[src/rtl/serial_adder_ctrl_if.sv]
// rtl/serial_adder_ctrl_if.sv - start/busy/done handshake and operand/result bus of the serial adder
interface serial_adder_ctrl_if #(
  parameter int WIDTH = 8
);
  logic             start;
  logic [WIDTH-1:0] a;
  logic [WIDTH-1:0] b;
  logic             cin;
  logic             busy;
  logic             done;
  logic [WIDTH-1:0] sum;
  logic             cout;

  modport master (
    output start, a, b, cin,
    input  busy, done, sum, cout
  );

  modport slave (
    input  start, a, b, cin,
    output busy, done, sum, cout
  );
endinterface

[src/rtl/serial_adder_ctrl.sv]
// rtl/serial_adder_ctrl.sv - bit-serial adder controller driving one full adder for WIDTH cycles
// The result only reaches sum/cout on the last RUN edge, so partial sums are never visible.
module serial_adder_fa (
  input  logic a_i,
  input  logic b_i,
  input  logic c_i,
  output logic s_o,
  output logic c_o
);
  assign s_o = a_i ^ b_i ^ c_i;
  assign c_o = (a_i & b_i) | (a_i & c_i) | (b_i & c_i);
endmodule

module serial_adder_ctrl #(
  parameter int WIDTH = 8
) (
  input  logic                clk,
  input  logic                rst,
  serial_adder_ctrl_if.slave  bus_io
);
  localparam int CW = (WIDTH > 1) ? $clog2(WIDTH) : 1;
  localparam logic [CW-1:0] CNT_LAST = CW'(WIDTH - 1);

  typedef enum logic [1:0] {
    IDLE,
    RUN,
    DONE
  } state_e;

  state_e           state_q, state_d;
  logic [WIDTH-1:0] sa_q, sa_d;
  logic [WIDTH-1:0] sb_q, sb_d;
  logic [WIDTH-1:0] sr_q, sr_d;
  logic [WIDTH-1:0] sum_q, sum_d;
  logic [CW-1:0]    cnt_q, cnt_d;
  logic             carry_q, carry_d;
  logic             cout_q, cout_d;
  logic             fa_s, fa_c;
  logic [WIDTH:0]   sr_ext;
  logic             busy, done;

  serial_adder_fa u_fa (
    .a_i (sa_q[0]),
    .b_i (sb_q[0]),
    .c_i (carry_q),
    .s_o (fa_s),
    .c_o (fa_c)
  );

  always_ff @(posedge clk or posedge rst) begin
    if (rst) begin
      state_q <= IDLE;
      sa_q    <= '0;
      sb_q    <= '0;
      sr_q    <= '0;
      sum_q   <= '0;
      cnt_q   <= '0;
      carry_q <= 1'b0;
      cout_q  <= 1'b0;
    end else begin
      state_q <= state_d;
      sa_q    <= sa_d;
      sb_q    <= sb_d;
      sr_q    <= sr_d;
      sum_q   <= sum_d;
      cnt_q   <= cnt_d;
      carry_q <= carry_d;
      cout_q  <= cout_d;
    end
  end

  always_comb begin
    state_d = state_q;
    sa_d    = sa_q;
    sb_d    = sb_q;
    sr_d    = sr_q;
    sum_d   = sum_q;
    cnt_d   = cnt_q;
    carry_d = carry_q;
    cout_d  = cout_q;
    busy    = 1'b0;
    done    = 1'b0;
    // New sum bit enters at the MSB; widened so WIDTH=1 needs no special case.
    sr_ext  = {fa_s, sr_q} >> 1;
    unique case (state_q)
      IDLE: begin
        if (bus_io.start) begin
          sa_d    = bus_io.a;
          sb_d    = bus_io.b;
          carry_d = bus_io.cin;
          cnt_d   = '0;
          state_d = RUN;
        end
      end
      RUN: begin
        busy    = 1'b1;
        sa_d    = sa_q >> 1;
        sb_d    = sb_q >> 1;
        carry_d = fa_c;
        sr_d    = sr_ext[WIDTH-1:0];
        cnt_d   = cnt_q + CW'(1);
        if (cnt_q == CNT_LAST) begin
          sum_d   = sr_ext[WIDTH-1:0];
          cout_d  = fa_c;
          state_d = DONE;
        end
      end
      DONE: begin
        done    = 1'b1;
        state_d = IDLE;
      end
      default: state_d = IDLE;
    endcase
  end

  assign bus_io.busy = busy;
  assign bus_io.done = done;
  assign bus_io.sum  = sum_q;
  assign bus_io.cout = cout_q;
endmodule

[src/flat_wrapper.sv]
// flat-port wrapper written by rule: the top's interface ports become plain ports
module serial_adder_ctrl_flat 
#(
  parameter int WIDTH = 8
)
  (clk, rst, bus_io_start, bus_io_a, bus_io_b, bus_io_cin, bus_io_busy, bus_io_done, bus_io_sum, bus_io_cout);
  serial_adder_ctrl_if #(.WIDTH(WIDTH)) bus_io_i ();
  input  logic clk;
  input  logic rst;
  input wire logic [$bits(bus_io_i.start)-1:0] bus_io_start;
  input wire logic [$bits(bus_io_i.a)-1:0] bus_io_a;
  input wire logic [$bits(bus_io_i.b)-1:0] bus_io_b;
  input wire logic [$bits(bus_io_i.cin)-1:0] bus_io_cin;
  output wire logic [$bits(bus_io_i.busy)-1:0] bus_io_busy;
  output wire logic [$bits(bus_io_i.done)-1:0] bus_io_done;
  output wire logic [$bits(bus_io_i.sum)-1:0] bus_io_sum;
  output wire logic [$bits(bus_io_i.cout)-1:0] bus_io_cout;
  assign bus_io_i.start = bus_io_start;
  assign bus_io_i.a = bus_io_a;
  assign bus_io_i.b = bus_io_b;
  assign bus_io_i.cin = bus_io_cin;
  assign bus_io_busy = bus_io_i.busy;
  assign bus_io_done = bus_io_i.done;
  assign bus_io_sum = bus_io_i.sum;
  assign bus_io_cout = bus_io_i.cout;
  serial_adder_ctrl #(.WIDTH(WIDTH)) u_core (.clk(clk), .rst(rst), .bus_io(bus_io_i));
endmodule
[config.mk]
export PLATFORM = sky130hd
export DESIGN_NAME = serial_adder_ctrl_flat
export DESIGN_NICKNAME = d
export VERILOG_FILES = /design/src/rtl/serial_adder_ctrl_if.sv /design/src/rtl/serial_adder_ctrl.sv /design/src/flat_wrapper.sv
export SDC_FILE = /design/constraint.sdc
export NUM_CORES = 1
export LEC_CHECK = 0
export BUFFER_PORTS_ARGS = -buffer_cell sky130_fd_sc_hd__buf_2
export CAP_MARGIN = 15
export CORE_AREA = 4 4 84 70
export CTS_BUF_LIST = sky130_fd_sc_hd__clkbuf_4 sky130_fd_sc_hd__clkbuf_8
export CTS_CLUSTER_SIZE = 20
export DETAILED_ROUTE_END_ITERATION = 10
export DIE_AREA = 0 0 88 74
export PLACE_DENSITY_LB_ADDON = 0.12
export SYNTH_ARGS = -nofsm -noshare
export SYNTH_HDL_FRONTEND = slang
export SYNTH_SLANG_ARGS = --single-unit
[constraint.sdc]
create_clock -name clk -period 1.64 [get_ports clk]
set_input_delay 0.492 -clock clk [delete_from_list [all_inputs] [get_ports clk]]
set_output_delay 0.492 -clock clk [all_outputs]
set_load 0.1 [all_outputs]
==> key figures <==
Run status
  • Status: finished, violations left
  • Failing checks: negative setup slack

STA
  • RSZ-0062 raised after global routing: true
  • Max_slew headroom: 0.680
  • Clock Skew: 0.00722 ns
  • Total negative slack: -0.0160 ns
  • Maximum clock rate: just over 0.6 GHz
  • Final hold vios: 0
  • Max-slew violation count: 0
  • Post-route setup slack: -0.0160 ns
  • Final setup vio count: 1
  • Least-Margin Pin Slew: between 0.4 and 0.5 ns
  • Fin crit period: 1.66 ns
  • Final period util: 1.01

Synth
  • Synth Instances: 137
  • Adder-Cell Fraction of Synth Area: 0.0261
  • Synth async-reset ratio: 1.00
  • Synth Area in Compound Gates: 0.114
  • Yosys warning total: 0
  • Syn Nets: 160
  • Most frequent cells after synthesis: dfrtp_1, inv_1, a221oi_1, nor4b_1, mux2_1
  • Register area share after synthesis: 0.550
  • Count leader, synth: dfrtp_1
  • Synthesized area: about 1700 um2
  • Synth Register Bits: 38
  • Post-Synth XOR/XNOR Area: 0
  • Post-synth cell types: 29
  • Syn_area_per_cell: roughly 13 um2
  • Cell type with the largest total area after synthesis: dfrtp_1
  • Simple-Gate Fraction of Synth Area: 0.129
  • Main synth FF type: dfrtp_1
  • EDFF count, synth: 0
  • Multiplexer share of the synthesized area: 0.110
  • Main combinational cell family by area after synthesis: simple AND/OR/NAND/NOR gates
  • Area fraction of the dominant cell type after synthesis: 0.550
  • Top cells by area, synth: dfrtp_1, a221oi_1, nor4b_1

GRT
  • Met1 usage in global routing: 0.170
  • Vias in the first global route: about 1300
  • First-pass GRT wire length: between 6000 and 7000 um
  • Initial antenna violation count: 0
  • Largest net degree at the start of global routing: 39
  • M3 GR Usage: 0.0465
  • GR peak layer: met2
  • Tot GR Track Use: 0.124
  • GRT met2 Usage: 0.186
  • GRT overflow: 0

Power and ir drop
  • Power density cells: ~2200 nW/um2
  • Max VDD drop: around 0.0011 V
  • Overall power: a little under 5 mW
  • Static Leak: slightly above 1 nW

Routing
  • Vias: between 1000 and 1500
  • TritonRoute pass-1 iters: 4
  • Post-route ant nets: 0
  • WL/cell: 15.9 um
  • Via density: roughly 5.2
  • Drc violations: 0
  • Initial drt markers: 85
  • Final WL: approximately 3800 um

Placement
  • Detail Placement HPWL: between 2000 and 3000 um
  • Gpl congestion: 0.757
  • Inst Count DP: between 200 and 250
  • Port bufs: 30
  • DP Worst Slack: 0.0807 ns

Worst setup path
  • Crit path top cell by count: buf_12
  • CP max-delay cell: dfrtp_1
  • Type of origin of the critical path: flop
  • Worst path cell trace: buf_12 -> nor2b_4 -> buf_12
  • Crit-path max cell delay: 0.42 ns
  • CP top delay family: flip-flops
  • CP arrival: 1.16 ns
  • CP Max Fanout: 3
  • CP endpoint kind: primary output
  • Req. time, crit path: ~1.2 ns
  • Critical path class: reg2out
  • FF-to-FF Start: u_core.state_q[1]$_DFFE_PP0P_
  • CP Launch Point: u_core.state_q[1]$_DFFE_PP0P_
  • Worst path bufs/invs: 2

Clock network
  • Post-CTS Hold Buffers: 0
  • CTS clock-pin slew for the worst setup and hold paths: roughly 0.08 ns
  • Clk sinks: 38
  • H-tree level count: 2
  • Clk_lat worst skew: roughly 0.29 ns
  • Max Root-Sink Buffers: 2
  • CTS tree: done
  • Root Driver: clkbuf_8
  • TritonCTS Buffers: 5

Floorplanning
  • I/O Pins: 31
  • Die ar.: around 6500 um2
  • Initial Util: 0.347
  • Site Rows: 23
  • Core region area: ~5000 um2
  • DIE HEIGHT: 74 um
  • Chip width: between 80 and 90 um

Layout
  • Share of layout cells above drive strength 1: 0.373
  • Area Overhead vs Synth: 27.4%
  • Final net count: around 200
  • Diodes inserted: 0
  • Finished Layout Cells: about 240

Worst hold path
  • Class of the tightest hold or removal check: in2async

Flow run
  • Number of max-cap violations: 0
## report_power, final
part	leakage (nW)	switching, mW	internal [mW]
Combinational	0.521	1.64	0.898
Sequential	0.443	0.251	1.39
Clock	0.0517	0.319	0.356
Total	1.02	2.21	2.65
## tightest hold or removal path: stages
cell and delay [ns]:
buf_2 0.09, inv_1 0.04, buf_4 0.41
## stage by stage
step,hold WS (ns),util,area [um2]
finish,0.309,0.442,2200
global route,0.363,0.442,2200
CTS,0.329,0.437,2170
detailed placement,0.471,0.405,2020
global placement,0.464,0.405,2020
floorplan,0.450,-,1750
## worst paths after layout
path / to / slack (ns) / cells past startpoint
setup reg to reg: u_core.sb_q[6]$_DFFE_PP0P_ / 0.07 / 4
hold / removal: u_core.sa_q[1]$_DFFE_PP0P_ / 0.31 / 3
hold reg to reg: u_core.bus_io.sum[4]$_DFFE_PP0P_ / 0.49 / 1
min in group clk: u_core.bus_io.sum[4]$_DFFE_PP0P_ / 0.49 / 1
max in group asynchronous: u_core.state_q[0]$_DFFE_PP0P_ / 0.97 / 3
setup / recovery: bus_io_done / -0.02 / 3
## routing by layer
metal  up-vias  share of wire
li1        576              -
met1       644           0.47
met2        30           0.47
met3         2          0.048
met4         0         0.0055
met5         -              0
## logic make-up after synthesis
family / Yosys count
flops: 38
fa+ha+maj: 3
compound gates: 22
buf+inv: 27
mux: 17
simple gates: 30
## flip-flops by register name, indices dropped and copies added, names as in the netlist
signal	flops
u_core.sr_q	7
u_core.bus_io.sum	8
u_core.carry_q	1
u_core.sb_q	8
u_core.state_q	2
u_core.sa_q	8
u_core.bus_io.cout	1
u_core.cnt_q	3
## layout make-up
cell class	count	area (um2)
clock buffers	7	90.1
multi-input cells	72	687
flip-flops and latches	38	952
well taps	62	77.6
clock inverters	1	5.00
fillers	495	2780
inverters	16	62.6
repair buffers	43	328
## repair_timing
action,in CTS,in global routing
gates cloned,1,0
buffers inserted,3,1
pin swaps,0,2
setup endpoints to repair,2,11
resized for setup,3,3
## placed cells by master, fill, tap and decap left out, types with 4 or more instances in the layout
cell type / instances
a221oi_1: 13
nor4b_1: 13
clkbuf_8: 6
mux2_2: 6
dfrtp_1: 37
buf_4: 10
buf_12: 4
inv_1: 15
mux2_1: 10
buf_2: 28
nor2_1: 7
(Power assumes the default switching activity.)
